`src/rtl/booth_product_accumulator.sv`:
```
// Sums COUNT signed products from the Booth multiplier per frame and hands the frame sum out
// over valid/ready. Define SATURATE_EN to clamp overflowing sums instead of wrapping them.
module booth_product_accumulator #(
    parameter int unsigned PROD_W = 8,
    parameter int unsigned ACC_W  = 16,
    parameter int unsigned COUNT  = 4,
    parameter int unsigned CNT_W  = 3
) (
    input  logic              clk,
    input  logic              reset,
    input  logic              clear,
    input  logic [PROD_W-1:0] prod_in,
    input  logic              prod_done,
    output logic [ACC_W-1:0]  acc_out,
    output logic              acc_valid,
    input  logic              acc_ready,
    output logic [CNT_W-1:0]  cnt_out,
    output logic              ovf,
    output logic              drop_err
);

    typedef enum logic [1:0] {StIdle, StAcc, StHold} state_e;

    localparam logic [CNT_W-1:0] CntMax = CNT_W'(COUNT);
    localparam logic [CNT_W-1:0] CntOne = CNT_W'(1);

    state_e            state_q, state_d;
    logic              done_q;
    logic              capture;
    logic              handshake;
    logic [ACC_W-1:0]  acc_q, acc_d;
    logic [ACC_W-1:0]  prod_ext;
    logic [ACC_W-1:0]  sum_raw;
    logic [ACC_W-1:0]  sum_next;
    logic              sum_ovf;
    logic [CNT_W-1:0]  cnt_q, cnt_d;
    logic [CNT_W-1:0]  cnt_inc;
    logic              ovf_q, ovf_d;
    logic              drop_q, drop_d;

    assign capture   = prod_done & ~done_q;
    assign handshake = (state_q == StHold) & acc_ready;
    assign prod_ext  = ACC_W'($signed(prod_in));
    assign sum_raw   = acc_q + prod_ext;
    assign sum_ovf   = (acc_q[ACC_W-1] == prod_ext[ACC_W-1]) &&
                       (sum_raw[ACC_W-1] != acc_q[ACC_W-1]);
    assign cnt_inc   = cnt_q + CntOne;

`ifdef SATURATE_EN
    localparam logic [ACC_W-1:0] MaxPos = {1'b0, {(ACC_W-1){1'b1}}};
    localparam logic [ACC_W-1:0] MinNeg = {1'b1, {(ACC_W-1){1'b0}}};

    // Overflow can only happen with equal operand signs, so the accumulator sign picks the rail.
    assign sum_next = sum_ovf ? (acc_q[ACC_W-1] ? MinNeg : MaxPos) : sum_raw;
`else
    assign sum_next = sum_raw;
`endif

    always_ff @(posedge clk or posedge reset) begin
        if (reset) begin
            state_q <= StIdle;
        end else begin
            state_q <= state_d;
        end
    end

    always_comb begin
        state_d = state_q;
        if (clear) begin
            state_d = StIdle;
        end else begin
            unique case (state_q)
                StIdle: begin
                    if (capture) state_d = (COUNT == 1) ? StHold : StAcc;
                end
                StAcc: begin
                    if (capture && (cnt_inc == CntMax)) state_d = StHold;
                end
                StHold: begin
                    if (handshake) begin
                        if (capture) state_d = (COUNT == 1) ? StHold : StAcc;
                        else         state_d = StIdle;
                    end
                end
                default: state_d = StIdle;
            endcase
        end
    end

    always_comb begin
        acc_d  = acc_q;
        cnt_d  = cnt_q;
        ovf_d  = ovf_q;
        drop_d = drop_q;
        if (clear) begin
            acc_d  = '0;
            cnt_d  = '0;
            ovf_d  = 1'b0;
            drop_d = 1'b0;
        end else begin
            unique case (state_q)
                StIdle: begin
                    if (capture) begin
                        acc_d = prod_ext;
                        cnt_d = CntOne;
                        ovf_d = 1'b0;
                    end
                end
                StAcc: begin
                    if (capture) begin
                        acc_d = sum_next;
                        cnt_d = cnt_inc;
                        ovf_d = ovf_q | sum_ovf;
                    end
                end
                StHold: begin
                    if (handshake) begin
                        // A product landing on the handshake cycle opens the next frame.
                        acc_d = capture ? prod_ext : '0;
                        cnt_d = capture ? CntOne : '0;
                        ovf_d = 1'b0;
                    end else if (capture) begin
                        drop_d = 1'b1;
                    end
                end
                default: begin
                    acc_d = '0;
                    cnt_d = '0;
                end
            endcase
        end
    end

    always_ff @(posedge clk or posedge reset) begin
        if (reset) begin
            done_q <= 1'b0;
            acc_q  <= '0;
            cnt_q  <= '0;
            ovf_q  <= 1'b0;
            drop_q <= 1'b0;
        end else begin
            done_q <= prod_done;
            acc_q  <= acc_d;
            cnt_q  <= cnt_d;
            ovf_q  <= ovf_d;
            drop_q <= drop_d;
        end
    end

    always_comb begin
        acc_valid = (state_q == StHold);
        acc_out   = acc_q;
        cnt_out   = cnt_q;
        ovf       = ovf_q;
        drop_err  = drop_q;
    end

endmodule
```
`config.mk`:
```
export PLATFORM = sky130hd
export DESIGN_NAME = booth_product_accumulator
export DESIGN_NICKNAME = d
export VERILOG_FILES = /design/src/rtl/booth_product_accumulator.sv
export SDC_FILE = /design/constraint.sdc
export NUM_CORES = 1
export LEC_CHECK = 0
export ABC_CLOCK_PERIOD_IN_PS = 5100
export CAP_MARGIN = 30
export CORE_MARGIN = 2
export CORE_UTILIZATION = 45
export DETAILED_ROUTE_END_ITERATION = 12
export PLACE_DENSITY = 0.71
export SKIP_LAST_GASP = 1
export SLEW_MARGIN = 20
export SYNTH_ARGS = -nofsm -noshare
export SYNTH_HDL_FRONTEND = slang
export SYNTH_SLANG_ARGS = --single-unit
```
`constraint.sdc`:
```
create_clock -name clk -period 5.1 [get_ports clk]
set_input_delay 1.02 -clock clk [delete_from_list [all_inputs] [get_ports clk]]
set_output_delay 1.02 -clock clk [all_outputs]
set_load 0.005 [all_outputs]
```
==> results of run 1 <==
cell type report:
type / instances / area, um2 / share of cell area (%)
Timing Repair Buffer: 37 / 383 / 16.5
Sequential cell: 24 / 601 / 25.9
Inverter: 9 / 33.8 / 1.46
Multi-Input combinational cell: 167 / 1180 / 51.1
Tap cell: 50 / 62.6 / 2.70
Clock buffer: 4 / 55.1 / 2.37
state kept, by name, summed over array words and instances (netlist names):
register and flops:
state_q 2, drop_err 1, done_q 1, cnt_out 3
acc_out 16, ovf 1
critical path: stages:
cell and delay (ns):
clkdlybuf4s50_1 0.73, ha_1 0.59, and3_1 0.22, o21ai_0 0.09
o21ai_0 0.38, a21boi_0 0.19, xor2_1 0.18, o21ai_0 0.17
per-layer routing:
layer,up-vias,GRT usage [%],wire length [um]
li1,828,-,-
met1,805,28.9,2070
met2,40,34.7,2080
met3,4,2.80,196
met4,0,5.00,34
met5,-,0,0
cell usage after synthesis (6+ instances only):
master	number	area, um2
nand2_1	6	22.5
inv_1	9	33.8
nor2b_1	8	50.1
clkbuf_1	6	22.5
xor2_1	6	52.6
o21a_1	7	52.6
xnor2_1	7	61.3
a21oi_1	23	115
o21ai_0	16	80.1
ha_1	17	213
nor2_1	21	78.8
dfrtp_1	24	601
through the flow:
stage                     instance area [um2]  hold WS, ns
final                                    2320        0.505
after global routing                     2320        0.550
after CTS                                2320        0.510
after detailed placement                 2260        0.486
after global placement                   2240        0.483
after floorplan                          1850        0.484
power groups by stage:
stage | Clock [mW] | Combinational (mW) | Sequential, mW
after detailed placement | 0 | 0.152 | 0.216
after CTS | 0.136 | 0.153 | 0.212
after floorplan | 0 | 0.0961 | 0.215
after global routing | 0.145 | 0.171 | 0.214
after global placement | 0 | 0.148 | 0.216
final | 0.132 | 0.153 | 0.212
placed cells by master (no fill, tap or decap), types with 6 or more instances in the layout:
cell and instances:
clkdlybuf4s50_1 34, a21oi_1 23, nand2_1 6, o21ai_0 16, ha_1 17, xnor2_1 7, nor2_1 21, o21a_1 7
xor2_1 6, dfrtp_1 24, nor2b_1 8, inv_1 9
cells by family (layout without fill, tap and decap cells):
logic type               after synthesis  in the layout
AND/OR/NAND/NOR                       57             57
multiplexers                           1              1
XOR/XNOR                              13             13
AO/OA/AOI/OAI                         78             78
flip-flops                            24             24
adder cells (fa/ha/maj)               18             18
buffers and inverters                 16             50
how the worst min path moves through the flow:
| stage | from | to | slack, ns | depth (start not counted) |
|---|---|---|---|---|
| final | drop_err | drop_err | 0.51 | 2 |
| after global routing | ovf | ovf | 0.55 | 1 |
| after CTS | drop_err | drop_err | 0.51 | 2 |
| after detailed placement | drop_err | drop_err | 0.49 | 2 |
| after global placement | drop_err | drop_err | 0.48 | 2 |
| after floorplan | ovf | ovf | 0.48 | 1 |
==> impl_metrics.yaml, run 1 <==
power:
  leakage_nw: 1.04
  power_density_nw_per_um2: 214
  peakVddDrop_mv: 0.109
  p_int_uw: 347
  power_uw: 497
  switching_power_uw: 150
  power.share.switching_pct: 30.1
  power_frac_seq_pct: 42.7
  pwr-share-comb_pct: 30.8
  clockPowerShare_pct: 26.5
critical_path:
  startpoint: "prod_in[7]"
  critPathLaunchType: "input port"
  cp_max_fo: 12
  reg2reg_from: "acc_out[0]"
  crit_type: "in2reg"
  cp.arrival_ns: 3.58
  rrSetupSlack_ns: 2.63
  worstReg2RegEnd: "acc_out[10]"
  worst_ep_required_time_ns: 5.28
  worstSetupEndpoint: "acc_out[11]"
  ff2ff_path_depth: 9
  endpoint_kind: "flip-flop"
logic_synthesis:
  syn_area_um2: 1850
  yosys_warnings: 0
  synth-simple-area-share_pct: 16.2
  synth_seq_cells: 24
  mappedNetlistNets: 238
  synth.mux.area_fraction_pct: 0.542
  synth_top_family_by_area: "compound AO/OA/AOI/OAI gates"
  synth_edf_count: 0
  synth_compound_area_share_pct: 28.6
  synth-main-ff-cell: "dfrtp_1"
  synth.avg_cell_area_um2: 8.92
  yosys.area_share.xor_xnor_pct: 6.17
  synth_cells: 207
  ys_types: 44
  synthAdderAreaFrac_pct: 12.6
  async_reset_ff_share_pct: 100
  synth_seq_area_share_pct: 32.5
timing:
  finalMaxSlewViolations: 0
  fmax_mhz: 294
  rsz0062_at_grt: "no"
  hold_violations: 0
  min_period_ns: 3.40
  fin_worst_skew_ns: 0.00594
  final.setup.worst_slack_ns: 1.70
  finalSetupViolCount: 0
  finalSetupTns_ns: 0
  worst_pin_slew_ns: 0.900
  slew_headroom_pct: 39.6
  finalCritPeriodShare_pct: 66.7
cts:
  clock-sinks: 24
  clockBufferDepth: 2
  cts_buffers: 3
  postCtsSetupRepairBufs: 0
  cts_resized: 0
  h-tree-depth: 1
  cts_hold_buf: 0
  ctsRootBufferMaster: "clkbuf_8"
  worst_skew_pair.late_latency_ns: 0.27
  tritoncts: "yes"
  cts.clk_slew.worst_paths_ns: 0.08
global_route:
  grt_antenna_before_repair: 0
  grt_max_degree: 19
  grt-ovfl-total: 0
  grt_usage_pct: 20.9
  first_global_vias: 1663
  grt_pass1_wl_mm: 7.49
floorplanning:
  initial_core_util_pct: 46.5
  die_area_um2: 4630
  die_w_um: 68.0
  die-height_um: 68.0
  rows: 23
  core-area_um2: 3970
  io-pin-count: 35
final_layout:
  stdcell_count: 291
  nets: 273
  area_growth_pct: 25.6
  final_util_pct: 58.4
  drive_gt1_share_pct: 4.15
  n_antenna_cell: 0
  num-fill-cells: 381
routing:
  finalWirelength_mm: 4.38
  wire_per_inst_um: 15.0
  drt_iter0_markers: 92
  vias: 1677
  route.antenna.remaining_nets: 0
  dr.pass1.iters: 4
  drc: 0
  vias_per_cell: 5.76
place:
  dpl.cell_count: 287
  dp_slack_ns: 1.47
  hpwl_mm: 3.29
  io_buffers: 34
  gp_congestion: 0.863
outcome:
  status: "complete, no violations"
job:
  drv_cap: 0
min_path:
  hold_class: "reg2reg"
No activity file was read; power rests on OpenSTA's default activity.
==> run 2: changes to the inputs <==
--- a/config.mk
+++ b/config.mk
@@ -5,7 +5,7 @@
 export SDC_FILE = /design/constraint.sdc
 export NUM_CORES = 1
 export LEC_CHECK = 0
-export ABC_CLOCK_PERIOD_IN_PS = 5100
+export ABC_CLOCK_PERIOD_IN_PS = 3400
 export CAP_MARGIN = 30
 export CORE_MARGIN = 2
 export CORE_UTILIZATION = 45
==> constraint.sdc (replaced) <==
create_clock -name clk -period 3.4 [get_ports clk]
set_input_delay 0.68 -clock clk [delete_from_list [all_inputs] [get_ports clk]]
set_output_delay 0.68 -clock clk [all_outputs]
set_load 0.005 [all_outputs]
==> run 2 against run 1 <==
Effect of this change: core utilization increased by 1.3 points; sequential share of layout area down 0.56 points; sequential power grew 50%; worst hold slack improved by 0.016 ns; first-iteration DRC count increased by 45%; final cell count is 1.7% higher; critical path type unchanged; highest routed layer unchanged.
==> impl_metrics.yaml, run 2 (synthesis gave the netlist of run 1 again) <==
outcome:
  status: "complete, no violations"
power:
  p_int_uw: 578
  power_density_nw_per_um2: 342
  clockPowerShare_pct: 32.1
  switching_power_uw: 231
  peakVddDrop_mv: 0.157
  power.share.switching_pct: 28.6
  power_frac_seq_pct: 39.2
  pwr-share-comb_pct: 28.7
  leakage_nw: 1.07
job:
  drv_cap: 0
routing:
  wire_per_inst_um: 14.7
  dr.pass1.iters: 5
  drc: 0
  drt_iter0_markers: 133
  vias: 1704
  finalWirelength_mm: 4.35
  route.antenna.remaining_nets: 0
  vias_per_cell: 5.76
critical_path:
  crit_type: "in2reg"
  cp_max_fo: 5
  cp.arrival_ns: 3.07
  ff2ff_path_depth: 7
  worst_ep_required_time_ns: 3.56
  endpoint_kind: "flip-flop"
  critPathLaunchType: "input port"
final_layout:
  n_antenna_cell: 0
  num-fill-cells: 359
  nets: 278
  drive_gt1_share_pct: 6.10
  stdcell_count: 296
  multiInputGateArea_um2: 1180
  register_area_um2: 601
  largest_reg_flops: 16
  final_common_cell: "clkdlybuf4s50_1"
  area_growth_pct: 28.4
  final_util_pct: 59.7
  final_cell_mix: "34 x clkdlybuf4s50_1, 24 x dfrtp_1, 23 x a21oi_1"
global_route:
  grt_pass1_wl_mm: 7.40
  first_global_vias: 1573
  grt_max_degree: 16
  grt_usage_pct: 20.8
  grt-ovfl-total: 0
  grt_antenna_before_repair: 0
timing:
  slew_headroom_pct: 57.1
  finalCritPeriodShare_pct: 85.6
  finalSetupViolCount: 0
  min_period_ns: 2.91
  rsz0062_at_grt: "no"
  worst_pin_slew_ns: 0.641
  finalSetupTns_ns: 0
  fmax_mhz: 344
  fin_worst_skew_ns: 0.00387
  finalMaxSlewViolations: 0
  hold_violations: 0
  final.setup.worst_slack_ns: 0.489
floorplanning:
  io-pin-count: 35
  core-area_um2: 3970
  die_area_um2: 4630
  die_w_um: 68.0
  die-height_um: 68.0
  initial_core_util_pct: 46.5
  rows: 23
cts:
  clockBufferDepth: 2
  ctsRootBufferMaster: "clkbuf_8"
  worst_skew_pair.late_latency_ns: 0.27
  clock-sinks: 24
  h-tree-depth: 1
  cts_hold_buf: 0
  tritoncts: "yes"
  cts_buffers: 3
  cts.clk_slew.worst_paths_ns: 0.09
  cts_resized: 0
  postCtsSetupRepairBufs: 0
place:
  gp_congestion: 0.909
  io_buffers: 34
  dp_slack_ns: 0.249
  dpl.cell_count: 292
  hpwl_mm: 3.29
min_path:
  min_path_cells: 2
  hold_class: "reg2reg"
[run 2: power groups by stage]
stage | Combinational, mW | Sequential [mW] | Clock (mW)
3_5_place_dp | 0.230 | 0.323 | 0
3_3_place_gp | 0.225 | 0.323 | 0
4_1_cts | 0.232 | 0.318 | 0.261
2_1_floorplan | 0.144 | 0.322 | 0
5_1_grt | 0.261 | 0.320 | 0.275
6_report | 0.232 | 0.317 | 0.260
[run 2: final timing paths]
path                                 start     endpoint  slack, ns
worst max-delay path            prod_in[0]  acc_out[10]       0.49
worst min register to register    drop_err     drop_err       0.52
worst min-delay path              drop_err     drop_err       0.52
worst max register to register  acc_out[1]          ovf       0.98
max in group asynchronous            reset  acc_out[10]       2.23
min in group asynchronous            reset   acc_out[3]       0.73
[run 2: per-layer routing]
metal,vias up,GRT usage [%],part of all wire (%)
li1,838,-,-
met1,803,29.6,48
met2,54,34.0,46
met3,9,2.96,5.2
met4,0,3.75,1.0
met5,-,0,0
[run 2: per-stage QoR]
step | power [mW] | instance area [um2] | hold WS [ns]
floorplan | 0.466 | 1850 | 0.484
global placement | 0.549 | 2260 | 0.485
detailed placement | 0.553 | 2300 | 0.497
CTS | 0.811 | 2370 | 0.521
global route | 0.856 | 2370 | 0.542
finish | 0.809 | 2370 | 0.521
[run 2: worst max-delay path: stages]
cell,delay [ns]
clkdlybuf4s50_1,0.49
ha_1,0.20
inv_1,0.07
fa_1,0.39
nor2b_1,0.12
o21ai_0,0.10
a21boi_0,0.37
o22a_1,0.28
a31oi_1,0.10
o311ai_0,0.28
[run 2: layout make-up]
type                    count  area share, %
flip-flops and latches     24           25.3
clock inverters             1           1.27
inverters                   9           1.43
well taps                  50           2.64
multi-input cells         167           49.9
clock buffers               3           1.74
repair buffers             42           17.6
==> run 3: changes to the inputs <==
--- a/config.mk
+++ b/config.mk
@@ -11,7 +11,6 @@
 export CORE_UTILIZATION = 45
 export DETAILED_ROUTE_END_ITERATION = 12
 export PLACE_DENSITY = 0.71
-export SKIP_LAST_GASP = 1
 export SLEW_MARGIN = 20
 export SYNTH_ARGS = -nofsm -noshare
 export SYNTH_HDL_FRONTEND = slang
==> results of run 3 <==
The final DEF is identical to that of run 2; final timing and power are the same.
